<file path="config.mk">
export PLATFORM = sky130hd
export DESIGN_NAME = memctrl_host
export DESIGN_NICKNAME = d
export VERILOG_FILES = /design/src/rtl/memctrl_pkg.sv /design/src/rtl/memctrl_host.sv
export SDC_FILE = /design/constraint.sdc
export NUM_CORES = 1
export LEC_CHECK = 0
export CORE_ASPECT_RATIO = 0.5
export CORE_MARGIN = 4
export CORE_UTILIZATION = 40
export DETAILED_ROUTE_END_ITERATION = 7
export PLACE_DENSITY = 0.78
export SLEW_MARGIN = 15
export SYNTH_ARGS = -nofsm -noshare
export SYNTH_HDL_FRONTEND = slang
export SYNTH_SLANG_ARGS = --single-unit
</file>
<file path="constraint.sdc">
create_clock -name CLK -period 1.9 [get_ports CLK]
set_clock_uncertainty 0.2 [all_clocks]
set_input_delay 0.38 -clock CLK [delete_from_list [all_inputs] [get_ports CLK]]
set_output_delay 0.38 -clock CLK [all_outputs]
set_load 0.02 [all_outputs]
</file>
<file path="src/rtl/memctrl_pkg.sv">
// Shared definitions for the memory-controller host interface.
// Holds the FSM state encoding and the default geometry of the bus.
package memctrl_pkg;

  typedef enum logic [2:0] {
    ST_IDLE    = 3'd0,
    ST_ACCESS  = 3'd1,
    ST_RECOVER = 3'd2,
    ST_WAIT    = 3'd3,
    ST_RESP    = 3'd4
  } state_t;

  localparam int unsigned RD_LAT_MAX = 4;
  localparam int unsigned AW_DEF     = 16;
  localparam int unsigned DW_DEF     = 8;
  localparam int unsigned LAT_W      = $clog2(RD_LAT_MAX);

endpackage

</file>
<file path="src/rtl/memctrl_host.sv">
// Single-outstanding request/response host for an SRAM-style memory controller.
// One ACCESS strobe cycle, one RECOVER cycle, optional WAIT cycles for read latency.
module memctrl_host
  import memctrl_pkg::*;
#(
  parameter int unsigned RD_LAT = 1,
  parameter int unsigned AW     = AW_DEF,
  parameter int unsigned DW     = DW_DEF
) (
  input  logic          CLK,
  input  logic          RSTN,
  input  logic          REQ_VALID,
  output logic          REQ_READY,
  input  logic          REQ_WR,
  input  logic [AW-1:0] REQ_ADDR,
  input  logic [DW-1:0] REQ_WDATA,
  output logic          RSP_VALID,
  input  logic          RSP_READY,
  output logic [DW-1:0] RSP_RDATA,
  output logic [AW-1:0] ADDR,
  output logic          CE,
  output logic          CSB,
  output logic          WEB,
  output logic          OEB,
  output logic [DW-1:0] IDATA,
  input  logic [DW-1:0] ODATA
);

  state_t           r_state;
  logic             r_is_wr;
  logic [LAT_W-1:0] r_lat;
  logic [AW-1:0]    r_addr;
  logic             r_ce;
  logic             r_csb;
  logic             r_web;
  logic             r_oeb;
  logic [DW-1:0]    r_idata;
  logic             r_req_ready;
  logic             r_rsp_valid;
  logic [DW-1:0]    r_rsp_rdata;

  state_t           w_state_nxt;
  logic             w_is_wr_nxt;
  logic [LAT_W-1:0] w_lat_nxt;
  logic             w_accept;
  logic             w_capture;
  logic [AW-1:0]    w_addr_nxt;
  logic             w_ce_nxt;
  logic             w_csb_nxt;
  logic             w_web_nxt;
  logic             w_oeb_nxt;
  logic [DW-1:0]    w_idata_nxt;
  logic             w_req_ready_nxt;
  logic             w_rsp_valid_nxt;
  logic [DW-1:0]    w_rsp_rdata_nxt;

  always_ff @(posedge CLK or negedge RSTN) begin
    if (!RSTN) begin
      r_state     <= ST_IDLE;
      r_is_wr     <= 1'b0;
      r_lat       <= '0;
      r_addr      <= '0;
      r_ce        <= 1'b0;
      r_csb       <= 1'b1;
      r_web       <= 1'b1;
      r_oeb       <= 1'b1;
      r_idata     <= '0;
      r_req_ready <= 1'b0;
      r_rsp_valid <= 1'b0;
      r_rsp_rdata <= '0;
    end else begin
      r_state     <= w_state_nxt;
      r_is_wr     <= w_is_wr_nxt;
      r_lat       <= w_lat_nxt;
      r_addr      <= w_addr_nxt;
      r_ce        <= w_ce_nxt;
      r_csb       <= w_csb_nxt;
      r_web       <= w_web_nxt;
      r_oeb       <= w_oeb_nxt;
      r_idata     <= w_idata_nxt;
      r_req_ready <= w_req_ready_nxt;
      r_rsp_valid <= w_rsp_valid_nxt;
      r_rsp_rdata <= w_rsp_rdata_nxt;
    end
  end

  always_comb begin
    w_state_nxt = r_state;
    w_is_wr_nxt = r_is_wr;
    w_lat_nxt   = r_lat;
    w_capture   = 1'b0;
    w_accept    = (r_state == ST_IDLE) && r_req_ready && REQ_VALID;

    // RECOVER is the first post-ACCESS cycle for reads too, so WAIT only
    // covers the remaining RD_LAT-1 cycles before the capture edge.
    case (r_state)
      ST_IDLE: begin
        if (w_accept) begin
          w_state_nxt = ST_ACCESS;
          w_is_wr_nxt = REQ_WR;
        end
      end
      ST_ACCESS: w_state_nxt = ST_RECOVER;
      ST_RECOVER: begin
        if (r_is_wr) begin
          w_state_nxt = ST_IDLE;
        end else if (RD_LAT <= 1) begin
          w_capture   = 1'b1;
          w_state_nxt = ST_RESP;
        end else begin
          w_state_nxt = ST_WAIT;
          w_lat_nxt   = LAT_W'(RD_LAT - 2);
        end
      end
      ST_WAIT: begin
        if (r_lat == '0) begin
          w_capture   = 1'b1;
          w_state_nxt = ST_RESP;
        end else begin
          w_lat_nxt = r_lat - 1'b1;
        end
      end
      ST_RESP: begin
        if (RSP_READY) w_state_nxt = ST_IDLE;
      end
      default: w_state_nxt = ST_IDLE;
    endcase

    // Strobes are driven only in the cycle following an accept (ACCESS).
    w_addr_nxt      = w_accept ? REQ_ADDR : r_addr;
    w_ce_nxt        = w_accept;
    w_csb_nxt       = !w_accept;
    w_web_nxt       = !(w_accept && REQ_WR);
    w_oeb_nxt       = !(w_accept && !REQ_WR);
    w_idata_nxt     = (w_accept && REQ_WR) ? REQ_WDATA : '0;
    w_req_ready_nxt = (w_state_nxt == ST_IDLE);
    w_rsp_valid_nxt = (w_state_nxt == ST_RESP);
    w_rsp_rdata_nxt = w_capture ? ODATA : r_rsp_rdata;
  end

  assign REQ_READY = r_req_ready;
  assign RSP_VALID = r_rsp_valid;
  assign RSP_RDATA = r_rsp_rdata;
  assign ADDR      = r_addr;
  assign CE        = r_ce;
  assign CSB       = r_csb;
  assign WEB       = r_web;
  assign OEB       = r_oeb;
  assign IDATA     = r_idata;

endmodule
</file>
; Word-level counts from Yosys, hierarchy flattened
; Cells that the tools add are included.
[word_totals]
regBits = 44
input_bits = 37
out_inout_bits = 38
[classes]
n_addsub = 1
n_eq_ne = 5
muxes = 9
n_bitwise = 1
n_reduce_logical = 13
[ops]
columns = op, n
row1 = one-hot mux 3 bit (5 select lines), 1
row2 = two-way mux 3 bit, 4
row3 = two-way mux 8 bit, 1
row4 = "== test 3 x 2 -> 1 bit, second input constant", 2
row5 = "== test 3 bit, second input constant", 2
row6 = logical NOT 3 bit, 2
row7 = logical AND 1 bit, 4
row8 = logical NOT 1 bit, 4
row9 = AND reduction 2 bit, 2
row10 = "== test 3 x 1 -> 1 bit, second input constant", 1
row11 = logical NOT 2 bit, 1
row12 = two-way mux 1 bit, 2
row13 = one-hot mux 1 bit (2 select lines), 1
row14 = "subtractor 2 x 1 -> 2 bit, second input constant", 1
row15 = inverter 1 bit, 1

; Depth between registers and ports, before layout
; Gate-level depths: netlist of the first run.
[logic_depth]
ltp_word = 6
depth_mapped = 5
mapped_depth_nobuf = 5

; Worst setup path before layout of the first run
; No wires, ideal clock.
[synth_path]
path_type = register to register
from = reg r_lat[0]
to = reg r_rsp_rdata[0] (netlist: RSP_RDATA[0])
arrival_ns = 1.425
setup_slack_ns = 0.150
path_stages_with_launch = 6
period_less_slack_ns = 1.750
cell_sequence = dfrtp_1 inv_1 ha_1 and2b_1 nor3_4 mux2_2
[synth_via]
elab_chain_cells = 3
[synth_lines]
columns = element, line_no
row1 = "start, declared", memctrl_host.sv:31  ; logic [LAT_W-1:0] r_lat;
row2 = "start signal, assigned", memctrl_host.sv:74  ; r_lat <= w_lat_nxt;
row3 = logical NOT 2 bit, memctrl_host.sv:116  ; if (r_lat == '0) begin
row4 = two-way mux 1 bit, memctrl_host.sv:116
row5 = one-hot mux 1 bit (2 select lines), memctrl_host.sv:96  ; case (r_state)
row6 = "end signal, assigned", memctrl_host.sv:83  ; r_rsp_rdata <= w_rsp_rdata_nxt;
row7 = "end, declared", memctrl_host.sv:40  ; logic [DW-1:0] r_rsp_rdata;
; No other way between the ends.
; A chain may end at the register's enable or synchronous reset.

; Worst setup path in the final report of the first run
[layout_path]
from = reg r_rsp_rdata[4] (netlist: RSP_RDATA[4])
to = out RSP_RDATA[4]
[layout_lines]
columns = element, line_no
row1 = "end, declared", memctrl_host.sv:19  ; output logic [DW-1:0] RSP_RDATA,
; No word-level cell between the ends.

==> results of run 1 <==
-- per-layer routing --
layer	wire length, um	vias up
li1	-	530
met1	1410	553
met2	1830	28
met3	171	6
met4	50	0
met5	0	-
-- metrics by stage --
stage          hold slack (ns)  setup TNS, ns  util (%)  instances
2_1_floorplan           -0.116              0         -        104
3_3_place_gp             0.280         -0.986      62.9        233
3_5_place_dp             0.284          -1.34      62.9        233
4_1_cts                  0.317              0      65.8        242
5_1_grt                  0.323       -0.00383      66.5        243
6_report                 0.308              0      66.5        243
-- timing repair --
item,CTS,global route
gates resized for setup,3,7
setup buffers,0,1
hold endpoints to repair,41,0
setup endpoints to repair,3,10
pin swaps,0,1
hold buffers,1,0
-- cell usage after synthesis --
master    instances  area (um2)
and4bb_2          1        12.5
xnor2_1           1        8.76
o31ai_1           2        15.0
nand2b_1          1        6.26
nor3_1            1        5.00
buf_2             1        5.00
dfstp_2           3        78.8
mux2_2           25         282
nand2b_2          1        8.76
a211oi_1          1        7.51
clkbuf_1          1        3.75
a21oi_1           1        5.00
and2b_1           1        7.51
nand2_1           2        7.51
ha_1              1        12.5
nor2_1            1        3.75
or4b_1            1        10.0
buf_4             2        15.0
and3_1            8        50.1
nor3_4            1        16.3
or2_2             1        6.26
inv_1             4        15.0
nor2b_2           1        8.76
dfrtp_1          41        1030
nor4_4            1        21.3
-- worst max-delay path by stage --
stage / endpoint / depth (start not counted)
2_1_floorplan: RSP_RDATA[0]$_DFFE_PN0P_ / 5
3_3_place_gp: ADDR[12]$_DFFE_PN0P_ / 5
3_5_place_dp: ADDR[6]$_DFFE_PN0P_ / 5
4_1_cts: ADDR[6] / 1
5_1_grt: RSP_RDATA[7]$_DFFE_PN0P_ / 6
6_report: RSP_RDATA[4] / 1
-- cell type report --
class / count / area, um2 / share of cell area, %
multi-input cells: 52 / 508 / 19.5
well taps: 54 / 67.6 / 2.59
clock buffers: 6 / 72.6 / 2.78
clock inverters: 2 / 35.0 / 1.34
repair buffers: 81 / 805 / 30.9
inverters: 4 / 15.0 / 0.576
flip-flops and latches: 44 / 1100 / 42.4
-- sequential cells by signal, summed over array words and instances, names as in the netlist --
signal,count
ADDR,16
CE,1
CSB,1
IDATA,8
OEB,1
REQ_READY,1
RSP_RDATA,8
RSP_VALID,1
WEB,1
r_is_wr,1
r_lat,2
r_state,3
-- power by group through the flow --
stage / logic [mW] / clock network [mW] / registers [mW]
CTS: 1.90 / 0.714 / 1.53
detailed placement: 1.91 / 0 / 1.54
floorplan: 0.598 / 0 / 1.94
global placement: 1.89 / 0 / 1.53
global route: 1.98 / 0.758 / 1.56
finish: 1.87 / 0.699 / 1.52
-- logic make-up after synthesis --
family	after synthesis
XOR/XNOR	1
buffers and inverters	8
AO/OA/AOI/OAI	4
multiplexers	25
adder cells (fa/ha/maj)	1
AND/OR/NAND/NOR	21
flip-flops	44
==> flow_metrics.env, run 1 <==
export IMPL_status="complete, no violations"
export IMPL_grt_start_max_net_pins=45
export IMPL_worstPathRequired_ns=1.32
export IMPL_syn_inst=104
export IMPL_crit_family="buffers and inverters"
export IMPL_yosys_mux_area_fraction_pct=17.2
export IMPL_ys_ff_latch=44
export IMPL_io_pins=75
export IMPL_clkPwrFrac_pct=17.1
export IMPL_nNetsFinal=226
export IMPL_worst_r2r_path_depth=6
export IMPL_hold_end="ADDR[9]$_DFFE_PN0P_"
export IMPL_pwr_share_seq_pct=37.1
export IMPL_critPathLaunch="RSP_RDATA[4]$_DFFE_PN0P_"
export IMPL_power_frac_comb_pct=45.8
export IMPL_clock_sinks=44
export IMPL_p_leak_nw=1.14
export IMPL_n_antenna_cell=0
export IMPL_core_area_um2=3920
export IMPL_hold_start="ADDR[9]$_DFFE_PN0P_"
export IMPL_synthAdderAreaFrac_pct=0.764
export IMPL_reg2reg_slack_ns=0.06
export IMPL_drtPass1Iterations=3
export IMPL_critical_path_endpoint_type="output pin"
export IMPL_grtUsageTotal_pct=13.4
export IMPL_finalHoldViolCount=0
export IMPL_grt_pass1_vias=1107
export IMPL_final_area_um2=2610
export IMPL_portBuffers=74
export IMPL_die_y_um=53.2
export IMPL_synth_compound_area_share_pct=1.68
export IMPL_ir_worst_vdd_mv=0.845
export IMPL_critPathBufInv=1
export IMPL_synth_cell_type_count=25
export IMPL_slew_headroom_pct=63.4
export IMPL_final_common_cell="clkdlybuf4s50_1"
export IMPL_yosysWarnings=0
export IMPL_cts_path_max_buffers=2
export IMPL_crit_chain="clkdlybuf4s50_1"
export IMPL_clk_latency_ns=0.30
export IMPL_syn_area_per_cell_um2=15.7
export IMPL_drive_gt1_share_pct=27.5
export IMPL_antenna_found_initial=0
export IMPL_busiest_layer="met2"
export IMPL_detail_route_wirelength_um=3460
export IMPL_worstSetupPathType="flop to output pin"
export IMPL_slowest_delay_ns=0.63
export IMPL_hpwl_um=2480
export IMPL_grt_pass1_wl_um=5330
export IMPL_p_per_area_nw_per_um2=1570
export IMPL_synth_simple_area_share_pct=10.0
export IMPL_synth_top_family_by_area="multiplexers"
export IMPL_final_cell_mix="68 x clkdlybuf4s50_1, 41 x dfrtp_1, 25 x mux2_2"
export IMPL_die_area_um2=5240
export IMPL_layout_min_cycle_time_ns=1.86
export IMPL_final_antenna_net_count=0
export IMPL_max_clock_freq_mhz=538
export IMPL_placed_cell_area_um2=2470
export IMPL_reg2reg_from="r_lat[0]$_DFFE_PN0P_"
export IMPL_whs_path_depth=1
export IMPL_cts_max_level=2
export IMPL_cts_root_buf="clkbuf_8"
export IMPL_maxCapViolCount=0
export IMPL_syn_to_final_growth_pct=59.2
export IMPL_p_sw_share_pct=33.0
export IMPL_total_power_mw=4.09
export IMPL_p_int_mw=2.74
export IMPL_start_kind="flop"
export IMPL_pre_cts_ws_ns=-0.0768
export IMPL_cts_buffers_inserted=5
export IMPL_drc=0
export IMPL_syn_nets=142
export IMPL_grt_remaining_overflow=0
export IMPL_timing_final_crit_share_pct=97.8
export IMPL_drt_iter0_drc=16
export IMPL_num_rows=16
export IMPL_cts_clk_slew_worst_paths_ns=0.08
export IMPL_cts_tree="done"
export IMPL_grtUsageMet2_pct=22.8
export IMPL_grt_met3_usage_pct=4.74
export IMPL_timing_rr_end="RSP_RDATA[1]$_DFFE_PN0P_"
export IMPL_critPathSlowestCell="clkdlybuf4s50_1"
export IMPL_hp_class="flop to flop"
export IMPL_synth_area_um2=1640
export IMPL_worst_slack_ns=0.0409
export IMPL_p_sw_mw=1.35
export IMPL_vias=1117
export IMPL_setup_viol=0
export IMPL_worst_slew_pin_transition_ns=0.549
export IMPL_gp_congestion=0.665
export IMPL_synthXorXnorAreaFrac_pct=0.535
export IMPL_wl_per_cell_um=14.3
export IMPL_fill_cells=304
export IMPL_start_util_pct=41.7
export IMPL_gr_usage_met1_pct=15.4
export IMPL_via_per_inst=4.60
export IMPL_critPathMaxFanout=2
export IMPL_drv_slew=0
export IMPL_crit_arrival_ns=1.28
export IMPL_ys_seq_area_share_pct=67.5
export IMPL_die_w_um=98.5
Power figures use the tool's default switching activity.
==> run 2, diff against run 1 <==
--- a/config.mk
+++ b/config.mk
@@ -7,9 +7,10 @@
 export LEC_CHECK = 0
 export CORE_ASPECT_RATIO = 0.5
 export CORE_MARGIN = 4
-export CORE_UTILIZATION = 40
+export CORE_UTILIZATION = 42
+export CTS_BUF_LIST = sky130_fd_sc_hd__clkbuf_4
 export DETAILED_ROUTE_END_ITERATION = 7
-export PLACE_DENSITY = 0.78
+export PLACE_DENSITY = 0.81
 export SLEW_MARGIN = 15
 export SYNTH_ARGS = -nofsm -noshare
 export SYNTH_HDL_FRONTEND = slang
==> flow_metrics.env, run 2 (synthesis results as in run 1) <==
export IMPL_status="complete, no violations"
export IMPL_clock_sinks=44
export IMPL_grt_pass1_wl_um=5500
export IMPL_drt_iter0_drc=8
export IMPL_reg2reg_from="r_lat[1]$_DFFE_PN0P_"
export IMPL_worst_slew_pin_transition_ns=0.348
export IMPL_cts_root_buf="clkbuf_4"
export IMPL_via_per_inst=4.69
export IMPL_clk_latency_ns=0.35
export IMPL_p_per_area_nw_per_um2=1480
export IMPL_timing_hold_ws_ns=0.226
export IMPL_finalHoldViolCount=0
export IMPL_grt_pass1_vias=1154
export IMPL_placed_cell_area_um2=2470
export IMPL_num_rows=15
export IMPL_critical_path_endpoint_type="output pin"
export IMPL_dpl_cell_count=231
export IMPL_drv_slew=0
export IMPL_cts_buffers_inserted=5
export IMPL_start_util_pct=45.7
export IMPL_drc=0
export IMPL_final_common_cell="dfrtp_1"
export IMPL_max_clock_freq_mhz=538
export IMPL_die_area_um2=5020
export IMPL_setup_viol=0
export IMPL_grt_start_max_net_pins=18
export IMPL_crit_chain="clkdlybuf4s50_1"
export IMPL_drive_gt1_share_pct=28.0
export IMPL_critPathMaxFanout=1
export IMPL_antenna_found_initial=0
export IMPL_grt_remaining_overflow=0
export IMPL_cts_tree="done"
export IMPL_die_y_um=52.2
export IMPL_maxCapViolCount=0
export IMPL_final_cell_mix="41 x dfrtp_1, 36 x clkdlybuf4s50_1, 34 x dlygate4sd2_1"
export IMPL_timing_rr_end="RSP_RDATA[1]$_DFFE_PN0P_"
export IMPL_critPathSlowestCell="clkdlybuf4s50_1"
export IMPL_final_antenna_net_count=0
export IMPL_slowest_delay_ns=0.60
export IMPL_grtUsageTotal_pct=14.9
export IMPL_power_frac_comb_pct=44.7
export IMPL_cts_setup_buffers=0
export IMPL_layout_min_cycle_time_ns=1.86
export IMPL_fill_cells=269
export IMPL_pwr_share_seq_pct=39.8
export IMPL_final_area_um2=2540
export IMPL_io_pins=75
export IMPL_die_w_um=96.3
export IMPL_total_power_mw=3.77
export IMPL_clkPwrFrac_pct=15.5
export IMPL_cts_clk_slew_worst_paths_ns=0.13
export IMPL_gp_congestion=0.714
export IMPL_reg2reg_slack_ns=0.07
export IMPL_grtUsageMet2_pct=27.3
export IMPL_drtPass1Iterations=4
export IMPL_worstSetupPathType="flop to output pin"
export IMPL_postLayoutCoreUtil_pct=71.0
export IMPL_seqCellArea_um2=1100
export IMPL_ir_worst_vdd_mv=0.636
export IMPL_p_sw_share_pct=35.3
export IMPL_multi_input_area_um2=512
export IMPL_worst_r2r_path_depth=6
export IMPL_portBuffers=74
export IMPL_nNetsFinal=226
export IMPL_core_area_um2=3580
export IMPL_n_antenna_cell=0
export IMPL_syn_to_final_growth_pct=55.3
export IMPL_slew_headroom_pct=76.7
export IMPL_critPathBufInv=1
export IMPL_cts_max_level=2
export IMPL_p_int_mw=2.44
export IMPL_crit_arrival_ns=1.28
export IMPL_crit_family="buffers and inverters"
export IMPL_hpwl_um=2700
export IMPL_hp_class="input pin to async pin"
export IMPL_gr_usage_met1_pct=16.2
export IMPL_cts_path_max_buffers=2
export IMPL_start_kind="flop"
export IMPL_p_sw_mw=1.33
export IMPL_vias=1125
export IMPL_largest_reg_flops=16
export IMPL_timing_final_crit_share_pct=97.9
export IMPL_p_leak_nw=1.23
export IMPL_final_cells=240
export IMPL_worstPathRequired_ns=1.32
export IMPL_grt_met3_usage_pct=4.91
export IMPL_busiest_layer="met2"
export IMPL_detail_route_wirelength_um=3560
export IMPL_wl_per_cell_um=14.8
-- run 2: worst max-delay path by stage --
stage	from	to	slack, ns	cells past startpoint
5_1_grt	r_lat[0]$_DFFE_PN0P_	RSP_RDATA[6]$_DFFE_PN0P_	-0.006	6
3_5_place_dp	REQ_VALID	ADDR[11]$_DFFE_PN0P_	-0.11	5
6_report	RSP_VALID$_DFF_PN0_	RSP_VALID	0.04	1
4_1_cts	CE$_DFF_PN0_	CE	0.003	1
2_1_floorplan	r_lat[0]$_DFFE_PN0P_	RSP_RDATA[0]$_DFFE_PN0P_	0.15	5
3_3_place_gp	REQ_VALID	ADDR[14]$_DFFE_PN0P_	-0.08	5
-- run 2: timing repair --
item / CTS / global route
hold buffers: 1 / 0
setup endpoints to repair: 34 / 11
pin swaps: 0 / 2
cloned: 0 / 0
hold endpoints to repair: 12 / 0
gates resized for setup: 34 / 9
-- run 2: final cells by class --
type / count / area share [%]
sequential: 44 / 43.4
multi-input combinational: 52 / 20.1
clock inverter: 2 / 1.38
tap: 51 / 2.51
inverter: 4 / 0.590
timing repair buffer: 81 / 30.2
clock buffer: 6 / 1.77
-- run 2: power groups by stage --
stage	clock network, mW	logic [mW]	registers, mW
2_1_floorplan	0	0.598	1.94
3_3_place_gp	0	1.89	1.52
3_5_place_dp	0	1.93	1.54
4_1_cts	0.606	1.71	1.51
5_1_grt	0.652	1.80	1.55
6_report	0.585	1.69	1.50
-- run 2: stage by stage --
step | TNS, ns | setup WS (ns)
6_report | 0 | 0.0405
5_1_grt | -0.0153 | -0.00646
4_1_cts | 0 | 0.00281
3_5_place_dp | -1.58 | -0.107
3_3_place_gp | -1.14 | -0.0824
2_1_floorplan | 0 | 0.150
-- run 2: metal layers --
metal | wire length, um | vias to the layer above
met5 | 0 | -
met4 | 55 | 0
met3 | 216 | 5
met2 | 1980 | 31
met1 | 1310 | 560
li1 | - | 529
